==> config.mk <==
export PLATFORM = sky130hd
export DESIGN_NAME = conv2d_window_feeder
export DESIGN_NICKNAME = d
export VERILOG_FILES = /design/src/rtl/conv2d_window_feeder.sv
export SDC_FILE = /design/constraint.sdc
export NUM_CORES = 1
export LEC_CHECK = 0
export CORE_UTILIZATION = 56
export DETAILED_ROUTE_END_ITERATION = 6
export PLACE_DENSITY_LB_ADDON = 0.15
export SLEW_MARGIN = 20
export SYNTH_ARGS = -nofsm -noshare
export SYNTH_HDL_FRONTEND = slang
export SYNTH_SLANG_ARGS = --single-unit
==> constraint.sdc <==
create_clock -name clk -period 3.3 [get_ports clk]
set_clock_uncertainty 0.2 [all_clocks]
set_input_delay 0.33 -clock clk [delete_from_list [all_inputs] [get_ports clk]]
set_output_delay 0.33 -clock clk [all_outputs]
set_load 0.01 [all_outputs]
==> src/rtl/conv2d_window_feeder.sv <==
// rtl/conv2d_window_feeder.sv - buffers K image rows and streams every KxK window as K*K taps.
// Define CONV_WIN_STRIDE2_EN to emit only windows whose origin row and col are both even.
module conv2d_window_feeder #(
  parameter int DATA_W = 32,
  parameter int IMG_W  = 8,
  parameter int K      = 3
) (
  input  logic              clk,
  input  logic              rst_n,
  input  logic              valid_in,
  output logic              in_ready,
  input  logic [DATA_W-1:0] input_data,
  output logic              valid_out,
  input  logic              out_ready,
  output logic [DATA_W-1:0] output_data,
  output logic              tap_last,
  output logic              frame_end
);

  localparam int CW = $clog2(IMG_W);
  localparam int KW = (K > 2) ? $clog2(K) : 1;
  localparam int AW = $clog2(K * IMG_W);
`ifdef CONV_WIN_STRIDE2_EN
  localparam int LAST_ORG = ((IMG_W - K) / 2) * 2;
`else
  localparam int LAST_ORG = IMG_W - K;
`endif

  localparam logic ST_FILL = 1'b0;
  localparam logic ST_EMIT = 1'b1;

  logic              state_q, state_d;
  logic [CW-1:0]     col_q, col_d, row_q, row_d, org_c_q, org_c_d;
  logic [KW-1:0]     slot_q, slot_d, tap_slot_q, tap_slot_d, ky_q, ky_d, kx_q, kx_d;
  logic              frame_q, frame_d, valid_q, valid_d, last_q, last_d, fend_q, fend_d;
  logic [DATA_W-1:0] data_q, data_d;
  logic [DATA_W-1:0] buf_q [K*IMG_W];

  logic              accept, launch, win_done, last_col, last_row, last_slot, kx_last;
  logic [CW-1:0]     org_r, org_c, rd_col;
  logic [KW-1:0]     org_slot, nkx, nky, nslot, rd_slot;
  logic [AW-1:0]     rd_addr, wr_addr;
  logic [DATA_W-1:0] rd_data;

  assign accept    = (state_q == ST_FILL) && valid_in;
  assign last_col  = (col_q == CW'(IMG_W - 1));
  assign last_row  = (row_q == CW'(IMG_W - 1));
  assign last_slot = (slot_q == KW'(K - 1));
  assign org_r     = row_q - CW'(K - 1);
  assign org_c     = col_q - CW'(K - 1);
`ifdef CONV_WIN_STRIDE2_EN
  assign win_done  = (row_q >= CW'(K - 1)) && (col_q >= CW'(K - 1)) && !org_r[0] && !org_c[0];
`else
  assign win_done  = (row_q >= CW'(K - 1)) && (col_q >= CW'(K - 1));
`endif
  assign launch    = accept && win_done;

  // Origin row is K-1 rows back, which is one slot ahead modulo K.
  assign org_slot  = last_slot ? '0 : slot_q + KW'(1);

  assign kx_last   = (kx_q == KW'(K - 1));
  assign nkx       = kx_last ? '0 : kx_q + KW'(1);
  assign nky       = kx_last ? ky_q + KW'(1) : ky_q;
  assign nslot     = !kx_last ? tap_slot_q :
                     (tap_slot_q == KW'(K - 1)) ? '0 : tap_slot_q + KW'(1);

  assign rd_slot   = (state_q == ST_FILL) ? org_slot : nslot;
  assign rd_col    = (state_q == ST_FILL) ? org_c : org_c_q + CW'(nkx);
  assign rd_addr   = AW'(int'(rd_slot) * IMG_W + int'(rd_col));
  assign wr_addr   = AW'(int'(slot_q) * IMG_W + int'(col_q));
  assign rd_data   = buf_q[rd_addr];

  always_ff @(posedge clk) begin
    if (accept) buf_q[wr_addr] <= input_data;
  end

  always_comb begin
    state_d    = state_q;
    col_d      = col_q;
    row_d      = row_q;
    slot_d     = slot_q;
    org_c_d    = org_c_q;
    tap_slot_d = tap_slot_q;
    ky_d       = ky_q;
    kx_d       = kx_q;
    frame_d    = frame_q;
    valid_d    = valid_q;
    last_d     = last_q;
    fend_d     = fend_q;
    data_d     = data_q;
    if (state_q == ST_FILL) begin
      if (accept) begin
        col_d = last_col ? '0 : col_q + CW'(1);
        if (last_col) begin
          row_d  = last_row ? '0 : row_q + CW'(1);
          slot_d = (last_row || last_slot) ? '0 : slot_q + KW'(1);
        end
        if (launch) begin
          state_d    = ST_EMIT;
          org_c_d    = org_c;
          tap_slot_d = org_slot;
          ky_d       = '0;
          kx_d       = '0;
          frame_d    = (org_r == CW'(LAST_ORG)) && (org_c == CW'(LAST_ORG));
          valid_d    = 1'b1;
          last_d     = 1'b0;
          fend_d     = 1'b0;
          data_d     = rd_data;
        end
      end
    end else if (out_ready) begin
      if (last_q) begin
        state_d = ST_FILL;
        valid_d = 1'b0;
        last_d  = 1'b0;
        fend_d  = 1'b0;
      end else begin
        kx_d       = nkx;
        ky_d       = nky;
        tap_slot_d = nslot;
        data_d     = rd_data;
        last_d     = (nky == KW'(K - 1)) && (nkx == KW'(K - 1));
        fend_d     = (nky == KW'(K - 1)) && (nkx == KW'(K - 1)) && frame_q;
      end
    end
  end

  always_ff @(posedge clk or negedge rst_n) begin
    if (!rst_n) begin
      state_q    <= ST_FILL;
      col_q      <= '0;
      row_q      <= '0;
      slot_q     <= '0;
      org_c_q    <= '0;
      tap_slot_q <= '0;
      ky_q       <= '0;
      kx_q       <= '0;
      frame_q    <= 1'b0;
      valid_q    <= 1'b0;
      last_q     <= 1'b0;
      fend_q     <= 1'b0;
      data_q     <= '0;
    end else begin
      state_q    <= state_d;
      col_q      <= col_d;
      row_q      <= row_d;
      slot_q     <= slot_d;
      org_c_q    <= org_c_d;
      tap_slot_q <= tap_slot_d;
      ky_q       <= ky_d;
      kx_q       <= kx_d;
      frame_q    <= frame_d;
      valid_q    <= valid_d;
      last_q     <= last_d;
      fend_q     <= fend_d;
      data_q     <= data_d;
    end
  end

  assign in_ready    = (state_q == ST_FILL);
  assign valid_out   = valid_q;
  assign output_data = data_q;
  assign tap_last    = last_q;
  assign frame_end   = fend_q;

endmodule

==> results of run 1 <==
state kept, by name, indices dropped and copies added (netlist names):
name / flops
tap_last: 1
frame_q: 1
org_c_q: 3
frame_end: 1
slot_q: 2
row_q: 3
col_q: 3
ky_q: 2
buf_q: 768
kx_q: 2
state_q: 1
output_data: 32
tap_slot_q: 2
valid_out: 1
cell families (layout without fill, tap and decap cells):
logic type	count (synthesis)	in the layout
flops	822	822
other cells	0	5
buf+inv	179	368
simple gates	331	331
compound gates	638	638
xor+xnor	5	5
mux	164	164
fa+ha+maj	17	17
cells in the mapped netlist, drive strengths merged, types with 2 or more instances:
library cell	n
o32a	4
o211ai	113
mux2	63
mux4	79
o21bai	4
o21a	40
nand4	6
ha	16
o31a	11
clkbuf	78
nor3	36
o32ai	2
o21ai	199
a2111oi	15
a21o	3
or4	2
mux2i	22
o311ai	2
dfrtp	54
nand3	20
a221o	4
o31ai	27
a31oi	3
edfxtp	768
a22o	16
o22ai	52
nand2	115
xnor2	4
buf	80
and2	3
nor2	132
a21oi	65
o221ai	23
inv	21
a32oi	19
nor4	2
a211oi	31
nand2b	8
final timing paths:
check	from	endpoint	slack, ps	depth (start not counted)
min in group asynchronous	rst_n	output_data[19]	210	2
min reg2reg	valid_out	valid_out	280	2
max reg2reg	col_q[0]	output_data[15]	70	9
max	col_q[0]	output_data[15]	70	9
max in group asynchronous	rst_n	state_q	1890	2
min	out_ready	state_q	120	4
cells in the final DEF (no fill, tap or decap), types with 6 or more instances in the layout:
| cell | count |
|---|---|
| edfxtp_1 | 768 |
| o21ai_0 | 179 |
| nand2_1 | 115 |
| o211ai_1 | 113 |
| nor2_1 | 103 |
| clkbuf_16 | 84 |
| mux4_2 | 78 |
| buf_4 | 77 |
| clkdlybuf4s50_1 | 70 |
| a21oi_1 | 65 |
| mux2_2 | 63 |
| o22ai_1 | 52 |
| dfrtp_1 | 51 |
| buf_12 | 44 |
| o21a_1 | 40 |
| nor3_1 | 36 |
| a211oi_1 | 31 |
| o31ai_1 | 27 |
| nor2_4 | 24 |
| clkbuf_1 | 24 |
| o221ai_1 | 23 |
| mux2i_1 | 20 |
| nand3_1 | 20 |
| inv_1 | 18 |
| a32oi_1 | 18 |
| o21ai_1 | 17 |
| a22o_1 | 16 |
| ha_1 | 15 |
| clkbuf_8 | 14 |
| o31a_1 | 11 |
| a2111oi_1 | 9 |
| clkinv_1 | 9 |
| clkinv_2 | 8 |
| nand2b_1 | 7 |
| a2111oi_2 | 6 |
| nand4_1 | 6 |
cell type report:
type / instances / share of cell area [%]
inverter: 21 / 0.2004
sequential: 822 / 62.08
clock buffer: 121 / 5.999
clock inverter: 29 / 0.8175
antenna: 5 / 0.03181
tap: 773 / 2.459
multi-input combinational: 1155 / 22.67
timing repair buffer: 197 / 5.735
routing by layer:
layer	GRT usage (%)	vias up	part of all wire, %
met1	42.07	10800	39
met3	5.828	230	9.3
li1	-	8901	-
met2	48.36	1210	48
met5	0	-	0
met4	13.21	0	3.9
timing repair:
action,4_1_cts,5_1_grt
hold buffers,1,0
cloned,1,1
gates resized for setup,0,17
endpoints found under the hold margin,54,0
setup endpoints to repair,2,13
setup buffers,2,3
pin swaps,0,3
stage by stage:
| step | cells | setup TNS [ps] | area (sq um) |
|---|---|---|---|
| floorplan | 2156 | -86700 | 33910 |
| global placement | 2960 | 0 | 36480 |
| detailed placement | 2960 | -19.00 | 36480 |
| CTS | 3114 | 0 | 39220 |
| global route | 3122 | -5.134 | 39330 |
| finish | 3123 | 0 | 39330 |
worst min-delay path, delay by kind of cell:
kind	cells	cell delay, ps
buf+inv	1	420
simple gates	3	170
power by group through the flow:
stage          Combinational [mW]  Clock (mW)  Sequential, mW
2_1_floorplan                12.6           0            12.8
3_3_place_gp                 19.5           0            12.9
3_5_place_dp                 19.8           0            12.9
4_1_cts                      20.1        9.35            12.7
5_1_grt                      21.9        9.75            12.8
6_report                     20.6        9.26            12.7
==> flow_metrics.tcl, run 1 <==
set metrics [dict create \
    outcome "finished clean" \
    combinationalPowerShare_pct 48.4 \
    die_width_um 248.1 \
    slowest_delay_ps 580 \
    synth-async-reset-ratio_pct 6.569 \
    synth_edf_count 768 \
    place_ws_ps -19.00 \
    wl_um 92430 \
    avgSynthCellArea_sq_um 15.73 \
    gp_congestion 0.7984 \
    initial_utilization_pct 57.02 \
    dieArea_sq_mm 0.06154 \
    synth_fa_ha_area_share_pct 0.6494 \
    worst-setup-path-type "flop to flop" \
    utilization_pct 66.14 \
    fillers 4077 \
    p_sw_mw 16.86 \
    h-tree-depth 3 \
    die-height_um 248.1 \
    ys_seq_area_share_pct 72.00 \
    antenna_found_initial 6 \
    clkTransAtPathRegs_ps 60 \
    syn-cell-area_sq_mm 0.03391 \
    tightest_slew_ps 1096 \
    cp-end-kind "flop" \
    synth_area_leader_cell "edfxtp_1" \
    drt_iter0_drc 2332 \
    clkPwrFrac_pct 21.8 \
    syn_nets 2209 \
    grt_pass1_wl_um 136000 \
    clock_latency_ps 650 \
    synth-simple-area-share_pct 4.133 \
    cp_max_fo 17 \
    dr.pass1.iters 5 \
    synth_compound_area_share_pct 12.48 \
    post-synth-top-area-fraction_pct 68.01 \
    area_growth_pct 16.00 \
    cp.arrival_ps 3520 \
    cts_sinks 822 \
    hold_path.class "input pin to flop" \
    ys_ff_latch 822 \
    boundaryPins 72 \
    path_buf_inv 2 \
    hold_viol 0 \
    vdd_drop_max_mv 1.059 \
    io_buffers 71 \
    clockRootBuffer "clkbuf_16" \
    dp_hpwl_um 50310 \
    total_power_mw 42.59 \
    switching_share_pct 39.58 \
    wl_per_cell_um 29.60 \
    timing.hold.ws_ps 123.0 \
    drv_slew 0 \
    yosys.area_share.xor_xnor_pct 0.1513 \
    path_cells "inv_2 > ha_1 > nand2b_1 > a221oi_2 > o21a_1 > buf_4 > nand2_1 > a21oi_1 > a211oi_1" \
    grt_pass1_vias 21000 \
    ys.flop_type "edfxtp_1" \
    multi_input_comb_area_sq_mm 0.008917 \
    coreArea_sq_mm 0.05946 \
    setup_ws_ps 70.65 \
    ant_nets 0 \
    synth_cells 2156 \
    cts_tree "done" \
    p_leak_nw 12.59 \
    rsz0062_at_grt "yes" \
    power.density_mw_per_mm2 1083 \
    synth_top_family_by_area "compound AO/OA/AOI/OAI gates" \
    num_rows 89 \
    pwr-share-seq_pct 29.9 \
    final-seq-area_sq_mm 0.02442 \
    cap_violations 0 \
    cp.required_ps 3590 \
    setup-violations-final 0 \
    cts_made_buffers 82 \
    p_int_mw 25.73 \
    num_vias 21140 \
    relSlewSlack_pct 26.91 \
    period_share_pct 97.86 \
    cp_slowest_cell "a221oi_2" \
    grt_max_degree 86 \
    yosys-top-cells-area "edfxtp_1 (68%), mux4_2 (5.2%), dfrtp_1 (4.0%), o21ai_0 (2.7%), o211ai_1 (2.5%)" \
    cts_max_path_buffers 3 \
    gr-total-overflow 0 \
    vias_per_cell 6.770 \
    ys_warn_count 0 \
    synth_mux_area_share_pct 8.074 \
    fmax_mhz 309.7 \
    startpoint_type "flop" \
    drc 0 \
    grt_util_all_layers_pct 30.67 \
    drive_gt1_share_pct 18.72 \
    cp_top_family "compound AO/OA/AOI/OAI gates" \
    synth_cell_type_count 61 \
    period_needed_ps 3229 \
    nNetsFinal 2332 \
]
Note: power is estimated with default switching activity, not from simulation.
==> run 2, diff against run 1 <==
--- a/config.mk
+++ b/config.mk
@@ -5,7 +5,7 @@
 export SDC_FILE = /design/constraint.sdc
 export NUM_CORES = 1
 export LEC_CHECK = 0
-export CORE_UTILIZATION = 56
+export CORE_UTILIZATION = 58
 export DETAILED_ROUTE_END_ITERATION = 6
 export PLACE_DENSITY_LB_ADDON = 0.15
 export SLEW_MARGIN = 20
==> constraint.sdc (replaced) <==
create_clock -name clk -period 3.4 [get_ports clk]
set_clock_uncertainty 0.2 [all_clocks]
set_input_delay 0.34 -clock clk [delete_from_list [all_inputs] [get_ports clk]]
set_output_delay 0.34 -clock clk [all_outputs]
set_load 0.01 [all_outputs]
==> run 2 against run 1 <==
- flip-flop and latch count did not move
- setup slack got worse by 3.9 ps
- final cell count fell by 0.42%
- via count fell by 0.30%
- cell area fell by 0.52%
- die area fell by 3.4%
- sequential power barely moved
- combinational power fell by 4%
- first-iteration DRC count rose by 2.1%
- clock power fell by 4.6%
- critical path depth rose by 3
- critical path type unchanged
- largest cell class unchanged
==> flow_metrics.tcl, run 2 (synthesized netlist as in run 1, its figures left out) <==
set metrics [dict create \
    outcome "finished clean" \
    clkPwrFrac_pct 21.6 \
    cp-end-kind "flop" \
    setup_ws_ps 66.76 \
    fillers 3874 \
    relSlewSlack_pct 35.06 \
    num_vias 21080 \
    h-tree-depth 3 \
    boundaryPins 72 \
    fmax_mhz 300.0 \
    clock_latency_ps 640 \
    grt_pass1_wl_um 135600 \
    startpoint_type "flop" \
    antenna_found_initial 4 \
    vias_per_cell 6.778 \
    die_width_um 243.8 \
    switching_share_pct 40.02 \
    ant_nets 0 \
    clkTransAtPathRegs_ps 70 \
    largest_reg_flops 768 \
    initial_utilization_pct 58.77 \
    worst-setup-path-type "flop to flop" \
    p_leak_nw 12.50 \
    clockRootBuffer "clkbuf_16" \
    period_needed_ps 3333 \
    nNetsFinal 2325 \
    setup-violations-final 0 \
    mostFrequentLayoutCells "edfxtp_1 (768), o21ai_0 (178), nand2_1 (115), o211ai_1 (113), nor2_1 (107)" \
    grt_util_all_layers_pct 31.27 \
    cp.arrival_ps 3670 \
    coreArea_sq_mm 0.05770 \
    drive_gt1_share_pct 18.28 \
    cp_max_fo 22 \
    pwr-share-seq_pct 30.3 \
    gr-total-overflow 0 \
    drc 0 \
    grt_pass1_vias 20970 \
    drt_iter0_drc 2380 \
    final_common_cell "edfxtp_1" \
    place_ws_ps 62.35 \
    area_growth_pct 15.39 \
    dieArea_sq_mm 0.05943 \
    num_rows 88 \
    cap_violations 0 \
    grt_max_degree 135 \
    dp.cells 2946 \
    gp_congestion 0.8311 \
    cts_made_buffers 82 \
    final-seq-area_sq_mm 0.02442 \
    dr.pass1.iters 6 \
    power.density_mw_per_mm2 1046 \
    wl_um 92240 \
    die-height_um 243.8 \
    combinationalPowerShare_pct 48.1 \
    p_int_mw 24.55 \
    multi_input_comb_area_sq_mm 0.008904 \
    cts_max_path_buffers 3 \
    cts_sinks 822 \
    cp.required_ps 3740 \
    p_sw_mw 16.38 \
    cts_tree "done" \
    hold_path.class "input pin to async pin" \
    tightest_slew_ps 971.1 \
    regMostFlops "buf_q" \
    vdd_drop_max_mv 1.018 \
    drv_slew 0 \
    wl_per_cell_um 29.66 \
    hold_viol 0 \
    period_share_pct 98.04 \
    layoutNonFillerInstCount 3110 \
    dp_hpwl_um 51060 \
    io_buffers 71 \
]
[run 2: path summary, 6_finish.rpt]
kind / depth (start not counted) / startpoint / slack, ps / to
max: 12 / kx_q[1] / 70 / output_data[14]
min: 2 / rst_n / 120 / output_data[27]
max reg2reg: 12 / kx_q[1] / 70 / output_data[14]
min reg2reg: 2 / valid_out / 280 / valid_out
max in group asynchronous: 3 / rst_n / 2140 / output_data[21]
min in group clk: 4 / out_ready / 160 / state_q
[run 2: area by class of cell]
type,instances,share of cell area (%)
Antenna cell,4,0.02558
Timing Repair Buffer,190,5.507
Tap cell,765,2.446
Multi-Input combinational cell,1155,22.76
Sequential cell,822,62.41
Clock buffer,111,5.599
Inverter,21,0.2015
Clock inverter,42,1.055
[run 2: critical path: stages, from the launching register on]
cell and delay [ps]:
dfrtp_1 390, buf_4 160, nand2b_1 210, fa_2 410
xor2_2 220, buf_4 170, o21ai_4 210, buf_4 210
clkbuf_16 230, mux2_2 350, o22ai_1 150, o21ai_0 110
a22o_1 220
[run 2: power groups by stage]
stage	clock network, mW	logic (mW)	registers, mW
final	8.83	19.7	12.4
after global routing	9.28	20.9	12.5
after CTS	8.90	19.0	12.4
after detailed placement	0	18.9	12.6
after global placement	0	18.6	12.6
after floorplan	0	12.3	12.4
[run 2: per-layer routing]
layer | global-route usage (%) | part of all wire, % | up-vias
met5 | 0 | 0 | -
met4 | 12.30 | 3.6 | 0
met3 | 5.299 | 10 | 231
met2 | 50.87 | 48 | 1258
met1 | 42.43 | 38 | 10700
li1 | - | - | 8889
[run 2: what timing repair did]
action / in CTS / in global routing
setup endpoints to repair: 0 / 9
hold buffers: 1 / 0
gates resized for setup: 0 / 8
setup buffers: 0 / 3
endpoints found under the hold margin: 22 / 0
[run 2: per-stage QoR]
stage | hold slack [ps] | utilization [%] | instance area (sq um) | total power [mW] | TNS [ps]
after global routing | 166.5 | 67.82 | 39130 | 42.64 | -4.224
final | 125.0 | 67.82 | 39130 | 40.94 | 0
after global placement | 254.4 | 63.04 | 36370 | 31.22 | 0
after detailed placement | 254.3 | 63.04 | 36370 | 31.54 | 0
after CTS | 117.6 | 67.57 | 38990 | 40.35 | 0
after floorplan | -155.6 | - | 33910 | 24.70 | -35270
==> RTL change: new RTL, settings of run 2 <==
Build with the macro `CONV_WIN_STRIDE2_EN` defined.
--- a/src/rtl/conv2d_window_feeder.sv
+++ b/src/rtl/conv2d_window_feeder.sv
@@ -1,4 +1,6 @@
 // rtl/conv2d_window_feeder.sv - buffers K image rows and streams every KxK window as K*K taps.
 // Define CONV_WIN_STRIDE2_EN to emit only windows whose origin row and col are both even.
+`define CONV_WIN_STRIDE2_EN
+
 module conv2d_window_feeder #(
   parameter int DATA_W = 32,
Check against the original RTL: no difference found for any inputs over 4 cycles, from zero or initial values and one cycle with rst_n low; that may be too few to reach the edited logic, so the function may still have changed.
==> RTL change against run 2 <==
Final area down 0.35%. Power fell by 7.0%. Non-clock buffer count grew 18. Synthesized area shrank 0.94%. Worst setup slack worse by 10 ps. Critical path depth fell by 1. Sequential cell count unchanged. Wire length shrank 1.1%. Critical path type unchanged.
==> RTL change: results (changes against run 2) <==
* Status: finished clean (unchanged)
* Largest net degree at the start of global routing at 55 (was 135)
* Peak supply drop at 0.747 mV (was 1.02 mV)
* Worst Tran Pin Value at 1100 ps (was 971 ps)
* Max-Cap Viols at 0 (unchanged)
* Register-to-Register Path Depth at 11 (was 12)
* Min-delay worst type: in -> async (unchanged)
* Detailed Route Iter0 Violations at 2,508 (was 2,380)
* Postcts setup bufs at 0 (unchanged)
* Slowest-stage cell, CP: fa_1 (was fa_2)
* H-Tree Depth at 3 (unchanged)
* Number of enable flip-flop cells after synthesis at 768 (unchanged)
* WL/cell at 28.4 um (was 29.7 um)
* Post-synthesis sequential area ratio at 0.727 (was 0.720)
* Post-place instance area at 0.0362 mm2 (was 0.0364 mm2)
* CP arrival at 3630 ps (was 3670 ps)
* Synth warnings at 0 (unchanged)
* LEAKAGE at 12.8 nW (was 12.5 nW)
* CTS root buffer: clkbuf_16 (unchanged)
* Worst-path maximum fanout at 54 (was 22)
* First-pass detailed-route iteration total at 5 (was 6)
* N_diodes at 0 (was 4)
* Vias per cell at 6.67 (was 6.78)
* Initial antenna violation count at 0 (was 4)
* Post-Syn Nets at 2,309 (was 2,209)
* Most frequent cells after synthesis: edfxtp_1, nand2_1, nor2_1, nand3_1, o21ai_0 (was edfxtp_1, o21ai_0, nor2_1, nand2_1, o211ai_1)
* Max reg flops at 768 (unchanged)
* Critical Path End: output_data[17] (was output_data[14])
* Top reg by flops: buf_q (unchanged)
* Clock Path Buffers at 3 (unchanged)
* CTS buffer count at 81 (was 82)
* GRT Util Overall at 0.312 (was 0.313)
* Nets at 2,443 (was 2,325)
* Async set-reset flop share out of synthesis at 0.0657 (unchanged)
* Largest delay share family, worst path: compound AO/OA/AOI/OAI gates (was buffers and inverters)
* First-pass GRT wire length at 135,000 um (was 136,000 um)
* Share of layout cells above drive strength 1 at 0.161 (was 0.183)
* Reg-to-reg slack, setup at about 56 ps
* Vias in the first global route at 20,853 (was 20,970)
* Final HPWL DP at 52,300 um (was 51,100 um)
* GP Congestion at 0.857 (was 0.831)
* Setup TNS at 0 ps (unchanged)
* Synth cell types at 70 (was 61)
* Worst-Skew Late Latency at around 630 ps
* Synth top area cells: edfxtp_1, mux4_2, dfrtp_1 (unchanged)
* Clk pin slew, worst setup/hold paths at about 60 ps
* CP Launch Point: kx_q[1] (unchanged)
* Port bufs at 71 (unchanged)
* Max incr delay on CP at 520 ps (was 410 ps)
* Critical path start-end classification: reg -> reg (unchanged)
-- RTL change: how the worst min path moves through the flow --
stage	from	to	slack (ps)	depth (start not counted)
after floorplan	rst_n	col_q[0]	-160	0
after global placement	org_c_q[0]	org_c_q[0]	280	1
after detailed placement	output_data[8]	output_data[8]	290	2
after CTS	rst_n	output_data[13]	220	2
after global routing	rst_n	output_data[13]	270	2
final	rst_n	output_data[13]	210	2
-- RTL change: repair_timing --
| item | CTS | global route |
|---|---|---|
| endpoints found under the hold margin | 54 | 0 |
| hold buffers | 1 | 0 |
| resized for setup | 7 | 21 |
| endpoints found under the setup margin | 6 | 28 |
| pin swaps | 0 | 4 |
-- RTL change: kinds of logic after synthesis --
group,synth area share
mux,0.0552
buf+inv,0.0219
flops,0.727
xor+xnor,0.000782
fa+ha+maj,0.00656
simple gates,0.0833
compound gates,0.105
-- RTL change: final cells by class --
cell class	instances	area (um2)
fill	3819	17800
sequential	822	24400
multi-input combinational	1264	8840
timing repair buffer	208	2080
inverter	13	48.8
tap	756	946
clock inverter	36	397
clock buffer	113	2260
-- RTL change: power by group --
group | switching [mW] | leakage (nW) | internal [mW]
clock | 3.72 | 1.30 | 5.26
combinational | 10.5 | 3.90 | 6.11
sequential | 0.571 | 7.57 | 11.9
-- RTL change: layer usage --
layer / up-vias / routed length (um) / global-route usage
met5: - / 0 / 0
met4: 0 / 2650 / 0.107
met3: 203 / 10600 / 0.0631
met2: 1281 / 41900 / 0.477
met1: 10812 / 36000 / 0.453
li1: 9113 / - / -
-- RTL change: through the flow --
stage | setup WS (ps) | instances | power, mW | hold WS [ps]
after floorplan | -153 | 2256 | 22.2 | -156
after global placement | -277 | 3062 | 28.3 | 284
after detailed placement | -271 | 3062 | 28.6 | 290
after CTS | 8.04 | 3212 | 37.7 | 218
after global routing | -23.9 | 3212 | 39.6 | 267
final | 56.3 | 3212 | 38.1 | 207
